### src/rtl/alu_decoder.sv
// RV32I ALU control decoder: combinational alu_control_o from alu_op/funct3/op[5]/funct7[5],
// plus a registered copy and a registered flag for the unused alu_op class.
module alu_decoder (
   input  logic       clk_i,
   input  logic       reset_i,
   input  logic [2:0] funct3_i,
   input  logic [1:0] alu_op_i,
   input  logic [6:0] op,
   input  logic [6:0] funct7_i,
   output logic [3:0] alu_control_o,
   output logic [3:0] alu_control_q_o,
   output logic       illegal_q_o
);

   localparam int unsigned CtrlW = 4;

   localparam logic [CtrlW-1:0] AluSrl  = CtrlW'(4'b0000);
   localparam logic [CtrlW-1:0] AluSra  = CtrlW'(4'b0001);
   localparam logic [CtrlW-1:0] AluAnd  = CtrlW'(4'b0010);
   localparam logic [CtrlW-1:0] AluOr   = CtrlW'(4'b0011);
   localparam logic [CtrlW-1:0] AluXor  = CtrlW'(4'b0100);
   localparam logic [CtrlW-1:0] AluSlt  = CtrlW'(4'b0101);
   localparam logic [CtrlW-1:0] AluSltu = CtrlW'(4'b0110);
   localparam logic [CtrlW-1:0] AluSll  = CtrlW'(4'b0111);
   localparam logic [CtrlW-1:0] AluAdd  = CtrlW'(4'b1000);
   localparam logic [CtrlW-1:0] AluSub  = CtrlW'(4'b1001);

   logic [CtrlW-1:0] alu_control_d;
   logic [CtrlW-1:0] alu_control_q;
   logic             illegal_d;
   logic             illegal_q;
   logic             unused_bits;

   // Only op[5] and funct7[5] take part in the decode.
   assign unused_bits = ^{op[6], op[4:0], funct7_i[6], funct7_i[4:0]};

   // Decode: the fixed classes never look at funct3/op/funct7, so X there cannot leak out.
   always_comb begin
      alu_control_d = AluSrl;
      illegal_d     = 1'b0;
      case (alu_op_i)
         2'b00: alu_control_d = AluAdd;
         2'b01: alu_control_d = AluSub;
         2'b10: begin
            case (funct3_i)
               3'b000:  alu_control_d = (op[5] && funct7_i[5]) ? AluSub : AluAdd;
               3'b001:  alu_control_d = AluSll;
               3'b010:  alu_control_d = AluSlt;
               3'b011:  alu_control_d = AluSltu;
               3'b100:  alu_control_d = AluXor;
               3'b101:  alu_control_d = funct7_i[5] ? AluSra : AluSrl;
               3'b110:  alu_control_d = AluOr;
               3'b111:  alu_control_d = AluAnd;
               default: alu_control_d = AluSrl;
            endcase
         end
         2'b11: begin
            alu_control_d = AluSrl;
            illegal_d     = 1'b1;
         end
         default: alu_control_d = AluSrl;
      endcase
   end

   assign alu_control_o = alu_control_d;

   // Pipeline copy with synchronous reset taking priority.
   always_ff @(posedge clk_i) begin
      if (reset_i) begin
         alu_control_q <= AluSrl;
         illegal_q     <= 1'b0;
      end else begin
         alu_control_q <= alu_control_d;
         illegal_q     <= illegal_d;
      end
   end

   assign alu_control_q_o = alu_control_q;
   assign illegal_q_o     = illegal_q;

endmodule

### config.mk
export PLATFORM = sky130hd
export DESIGN_NAME = alu_decoder
export DESIGN_NICKNAME = d
export VERILOG_FILES = /design/src/rtl/alu_decoder.sv
export SDC_FILE = /design/constraint.sdc
export NUM_CORES = 1
export LEC_CHECK = 0
export ABC_AREA = 1
export CORE_AREA = 4 4 41 43
export DETAILED_ROUTE_END_ITERATION = 8
export DIE_AREA = 0 0 45 47
export DONT_BUFFER_PORTS = 1
export PLACE_DENSITY_LB_ADDON = 0.25
export SKIP_LAST_GASP = 1
export SLEW_MARGIN = 20
export SYNTH_ARGS = -nofsm -noshare
export SYNTH_HDL_FRONTEND = slang
export SYNTH_SLANG_ARGS = --single-unit
### constraint.sdc
create_clock -name clk_i -period 1.5 [get_ports clk_i]
set_input_delay 0.3 -clock clk_i [delete_from_list [all_inputs] [get_ports clk_i]]
set_output_delay 0.3 -clock clk_i [all_outputs]
set_load 0.02 [all_outputs]
Yosys cells after proc, flatten, opt, wreduce, memory -nomap -nowiden
Index checks and enable logic that the tools add are counted.
{ "totals": {"inputBits": 21, "ram_bits": 0, "romBits": 0, "wordCells": 20, "n_memories": 0, "regBits": 5, "latchBits": 0} }
{ "op_classes": {"n_shift": 0, "eq_ne": 10, "bitwise_logic": 0, "n_addsub": 0, "reduce_logical": 3, "mux": 5, "n_lt_le_gt_ge": 0, "div": 0, "multipliers": 0} }
{ "ops": {"columns": ["operator", "count"], "rows": [
  ["$pmux W4 S8", 1],
  ["$pmux W4 S4", 1],
  ["$eq A3 B3 Y1 const B", 4],
  ["$eq A3 B2 Y1 const B", 2],
  ["$eq A2 B2 Y1 const B", 2],
  ["$eq A3 B1 Y1 const B", 1],
  ["$logic_not A3 Y1", 1],
  ["$mux W1", 3],
  ["$eq A2 B1 Y1 const B", 1],
  ["$logic_not A2 Y1", 1],
  ["$logic_and A1 B1 Y1", 1]
]} }

Logic depth before layout (Yosys ltp)
Gate-level depths: netlist of run 1.
{ "logic_depth": {"ltp_word": 4, "ltp_mapped": 8, "ltp_nobuf": 8} }

Worst setup path before layout of run 1
No wires, ideal clock.
{ "synth_path": {"path_kind": "input-to-output", "start": "input port alu_op_i[1]", "end": "output port alu_control_o[1]", "arrival_ns": 0.828, "required_time_ns": 1.200, "path_stages": 4, "slack_ns": 0.372, "cell_sequence": "inv_2 -> nor2_4 -> inv_1 -> a21oi_1"} }
{ "synth_between": {"elab_chain_cells": 2, "elab_cells_between_ends": 5} }
{ "synth_rtl": {"columns": ["item", "line", "source"], "rows": [
  ["from (decl)", "7", "input logic [1:0] alu_op_i,"],
  ["$eq A2 B2 Y1, or another cell as far along", "41", "case (alu_op_i)"],
  ["$pmux W4 S4 (*)", "41", null],
  ["to (decl)", "10", "output logic [3:0] alu_control_o,"]
]} }
Every way passes the cells marked *; elsewhere a longest branch is shown, timed or not.

Final worst setup path of run 1
{ "layout_path": {"start": "input port alu_op_i[1]", "end": "output port alu_control_o[2]"} }
The elaborated chain is that of the path after synthesis.

==> results of run 1 <==
-- layout by cell type (no fill, tap or decap), drive strengths merged --
cell	count
clkbuf	4
nor3	2
dfxtp	5
nor2	4
a211oi	1
inv	7
nand4	1
o21ai	1
buf	1
a21oi	3
nand2	12
-- stage by stage --
stage	util, %	instances	power (µW)	area (µm²)
5_1_grt	24.8	56	355	323
2_1_floorplan	-	36	190	270
6_report	24.8	56	338	323
4_1_cts	24.8	56	346	323
3_3_place_gp	22.8	52	197	297
3_5_place_dp	22.8	52	197	297
-- metal layers --
metal	vias up	part of all wire [%]
li1	122	-
met1	97	40
met2	10	51
met3	0	8.7
met4	0	0
met5	-	0
-- logic make-up after synthesis --
| group | count (synthesis) | share of synthesized area (%) |
|---|---|---|
| AO/OA/AOI/OAI | 5 | 14.8 |
| flip-flops | 5 | 37.0 |
| AND/OR/NAND/NOR | 19 | 38.4 |
| buffers and inverters | 7 | 9.72 |
-- cells in the mapped netlist --
library cell,instances
nand2_1,10
dfxtp_1,5
inv_1,5
nor2_4,3
a21oi_2,2
inv_2,2
nand2_2,2
nor3_1,2
a211oi_2,1
a21oi_1,1
nand4_1,1
nor2_1,1
o21ai_1,1
-- power by group through the flow --
| stage | sequential, µW | clock (µW) | combinational [µW] |
|---|---|---|---|
| 3_5_place_dp | 152 | 0 | 45.5 |
| 6_report | 149 | 144 | 44.9 |
| 2_1_floorplan | 151 | 0 | 38.9 |
| 3_3_place_gp | 152 | 0 | 45.1 |
| 5_1_grt | 150 | 155 | 50.4 |
| 4_1_cts | 150 | 151 | 45.6 |
-- layout make-up --
class                      count  area (µm²)  share of cell area (%)
multi-input combinational     24         144                    44.6
tap                           15        18.8                    5.81
sequential                     5         100                    31.0
inverter                       7        26.3                    8.14
clock buffer                   4        26.3                    8.14
timing repair buffer           1        7.51                    2.33
-- flip-flops by register name (all words and copies together) (netlist names) --
name and cells:
alu_control_q_o 4, illegal_q_o 1
-- worst max-delay path by stage --
stage                 from  slack, ns          endpoint  cells past startpoint
3_5_place_dp   alu_op_i[1]       0.36  alu_control_o[2]                      4
5_1_grt        alu_op_i[1]       0.30  alu_control_o[2]                      4
2_1_floorplan  alu_op_i[1]       0.37  alu_control_o[1]                      4
3_3_place_gp   alu_op_i[1]       0.35  alu_control_o[2]                      4
6_report       alu_op_i[1]       0.37  alu_control_o[2]                      4
4_1_cts        alu_op_i[1]       0.36  alu_control_o[2]                      4
==> qor.csv, run 1 <==
metric,value,unit
outcome,"complete, no violations",
synth_area_leaders,"dfxtp_1 37%, nand2_1 14%, nor2_4 12%, inv_1 6.9%, a21oi_2 6.5%",
path_delay_family,simple AND/OR/NAND/NOR gates,
pwr-share-comb,13.3,%
grt_antenna_before_repair,0,
diodes,0,
timing_worst_slew_pin_value,0.384,ns
clock_sinks,5,
p_sw_share,24.7,%
synth_fp_nets,57,
synth_top_cell_area_share,37.0,%
grt_max_degree,6,
clkPwrFrac,42.6,%
die_y,47,µm
grt_pass1_vias,221,
setup_tns,0,ns
use_met2,8.47,%
switchingPower,83.5,µW
die_area,2120,µm²
p_per_area,1050,nW/µm²
dieWidth,45,µm
critPathMaxStageDelay,0.31,ns
h-tree-depth,1,
routed-via-count,229,
startpoint_type,input port,
cp-end-kind,primary output,
preCtsSetupSlack,0.364,ns
cts_tree,built,
finalMaxSlewViolations,0,
drt_first_iter_violations,3,
rows,13,
ir_drop,0.000193,V
core,1300,µm²
worstPathCellList,"inv_2, nor2_4, o21ai_1, nor2_1",
whs,0.127,ns
leakage,0.000147,µW
yosysSeqAreaShare,37.0,%
met1_usage,5.94,%
antenna_left,0,
arrival,0.83,ns
setup_viol,0,
place.gp.congestion,0.632,
fmax,884,MHz
worst-path-buf-inv,1,
min_path_type,input port to register,
worst_slack,0.369,ns
relSlewSlack,74.3,%
fillers,149,
use_met3,0.766,%
crit_required,1.20,ns
viasPerCell,4.09,
rsz0062_at_grt,false,
ys_warn_count,0,
syn2layout_area_growth,19.4,%
ys_ff_latch,5,
port_buffers,0,
start_util,20.8,%
grt.overflow.total,0,
grt_util_all_layers,5.30,%
drt_wl_total,540,µm
drv_cap,0,
critPathMaxFanout,3,
netlist-cell-type-count,13,
cts_root_buf,clkbuf_4,
final_hold_viol_count,0,
hold-path-cell-count,1,
syn_inst,36,
p_int,255,µW
drive_gt1_share,34.1,%
final.period_utilization,75.4,%
fin_nets,63,
drc,0,
worstHoldStart,reset_i,
cts_buffers,3,
min_period,1.13,ns
grt-busiest-layer,met2,
yosysTopAreaCell,dfxtp_1,
critPathKind,input port to primary output,
post-cts-setup-buffer-count,0,
cts.repair.resized,0,
wl_per_cell,9.64,µm
cp_slowest_cell,nor2_1,
synth.cell_area,270,µm²
cts_hold_buf,0,
clk_pin_slew_worst_paths,0.04,ns
synth_area_per_cell,7.51,µm²
p_seq_share,44.1,%
hold-path-endpoint,alu_control_q_o[0],
grt_pass1_wl,821,µm
firstDrtPassIters,4,
dpl.hpwl,482,µm
clockBufferDepth,2,
io_pins,30,
No activity file was read; power rests on OpenSTA's default activity.
==> inputs of run 2 (changes only) <==
==> constraint.sdc (replaced) <==
create_clock -name clk_i -period 1.2 [get_ports clk_i]
set_input_delay 0.24 -clock clk_i [delete_from_list [all_inputs] [get_ports clk_i]]
set_output_delay 0.24 -clock clk_i [all_outputs]
set_load 0.02 [all_outputs]
==> qor.csv, run 2 (synthesis results as in run 1) <==
metric,value,unit,change
largest_reg_flops,4,,unchanged
clockBufferDepth,2,,unchanged
final_hold_viol_count,0,,unchanged
drive_gt1_share,35.7,%,+1.6 points
fin_nets,64,,+1.6%
drc,0,,unchanged
crit_required,0.96,ns,-0.24 ns
grt.overflow.total,0,,unchanged
grt_max_degree,6,,unchanged
finalMaxSlewViolations,0,,unchanged
drt_wl_total,568,µm,+5.2%
grt_antenna_before_repair,0,,unchanged
setup.worst_path.start,funct3_i[0],,
whs,0.0662,ns,-0.0604 ns
cts_root_buf,clkbuf_4,,
firstDrtPassIters,1,,-3
grt_util_all_layers,4.91,%,-0.39 points
stdcell_area,330,µm²,+2.3%
layout_common_cells,"10 x nand2_1, 5 x inv_1, 5 x dfxtp_1",,
grt_pass1_vias,203,,-8.1%
critPathMaxFanout,3,,unchanged
critPathKind,input port to primary output,,
port_buffers,0,,unchanged
routed-via-count,228,,-0.44%
leakage,0.000152,µW,+3.6%
h-tree-depth,1,,unchanged
arrival,0.75,ns,-0.08 ns
cts.repair.resized,0,,unchanged
min_path_type,input port to register,,
syn2layout_area_growth,22.2,%,
setup_tns,0,ns,unchanged
rsz0062_at_grt,false,,
clk_pin_slew_worst_paths,0.04,ns,about the same
grt_pass1_wl,745,µm,-9.3%
final.period_utilization,82.1,%,
final_common_cell,nand2_1,,
io_pins,30,,unchanged
post-cts-setup-buffer-count,0,,unchanged
wl_per_cell,9.96,µm,+3.3%
dpl.hpwl,487,µm,+1.1%
place.gp.congestion,0.656,,+3.8%
cp-end-kind,primary output,,
start_util,20.8,%,unchanged
diodes,0,,unchanged
outcome,"complete, no violations",,
die_y,47,µm,unchanged
relSlewSlack,85.9,%,+12 points
min_period,0.986,ns,
cts_tree,built,,
ir_drop,0.000242,V,+25%
p_per_area,1300,nW/µm²,+24%
core,1300,µm²,unchanged
fmax,1010,MHz,
rows,13,,unchanged
worstHoldStart,reset_i,,
drv_cap,0,,unchanged
viasPerCell,4.00,,-2.2%
cts_buffers,3,,unchanged
clock_sinks,5,,unchanged
startpoint_type,input port,,
setup_viol,0,,unchanged
cts_hold_buf,0,,unchanged
postPlaceCellArea,304,µm²,+2.5%
die_area,2120,µm²,unchanged
antenna_left,0,,unchanged
drt_first_iter_violations,0,,-3
power.total,430,µW,+27%
timing_worst_slew_pin_value,0.212,ns,-0.172 ns
dieWidth,45,µm,unchanged
## run 2: cell types whose count changed in the layout (fill, tap and decap cells not counted)
cell / previous run / this run
buf_4: 1 / 2
## run 2: cell type report
cell class,instances,area [µm²]
fill,159,971
sequential,5,100
inverter,7,26.3
timing repair buffer,2,15.0
clock buffer,4,26.3
tap,15,18.8
multi-input combinational,24,144
## run 2: metal layers
metal  global-route usage, %  wire length (µm)  vias up
li1                        -                 -      122
met1                    4.58               210       97
met2                    8.19               298        9
met3                    1.53                60        0
met4                    5.26                 0        0
met5                       0                 0        -
## run 2: critical path, stage by stage
cell and delay, ns:
nor2_4 0.10, nand4_1 0.08, nand2_1 0.09, nand2_2 0.06, nand2_1 0.17
## run 2: final timing paths
| check | end | depth (start not counted) |
|---|---|---|
| max | alu_control_o[0] | 5 |
| min | alu_control_q_o[3] | 1 |
## run 2: report_power, final
group / switching [µW] / total, µW / internal, µW
sequential: 12.2 / 187 / 174
combinational: 37.2 / 58.1 / 20.9
clock: 59.7 / 185 / 125
## run 2: through the flow
| stage | std cells | setup WS [ns] | utilization, % |
|---|---|---|---|
| CTS | 57 | 0.203 | 25.4 |
| global route | 57 | 0.157 | 25.4 |
| finish | 57 | 0.214 | 25.4 |
| global placement | 53 | 0.194 | 23.4 |
| floorplan | 36 | 0.192 | - |
| detailed placement | 53 | 0.203 | 23.4 |
==> inputs of run 3 (changes only) <==
==> constraint.sdc (replaced) <==
create_clock -name clk_i -period 0.99 [get_ports clk_i]
set_input_delay 0.198 -clock clk_i [delete_from_list [all_inputs] [get_ports clk_i]]
set_output_delay 0.198 -clock clk_i [all_outputs]
set_load 0.02 [all_outputs]
==> results of run 3 <==
The final DEF is identical to that of run 2. Status: complete, no violations.
Among the figures that moved: setup slack after placement 0.203 ns -> 0.0775 ns; setup slack after layout 0.214 ns -> 0.0883 ns; hold slack 0.0662 ns -> 0.0242 ns; total power 430 µW -> 521 µW; worst IR drop on VDD 0.000242 V -> 0.000293 V
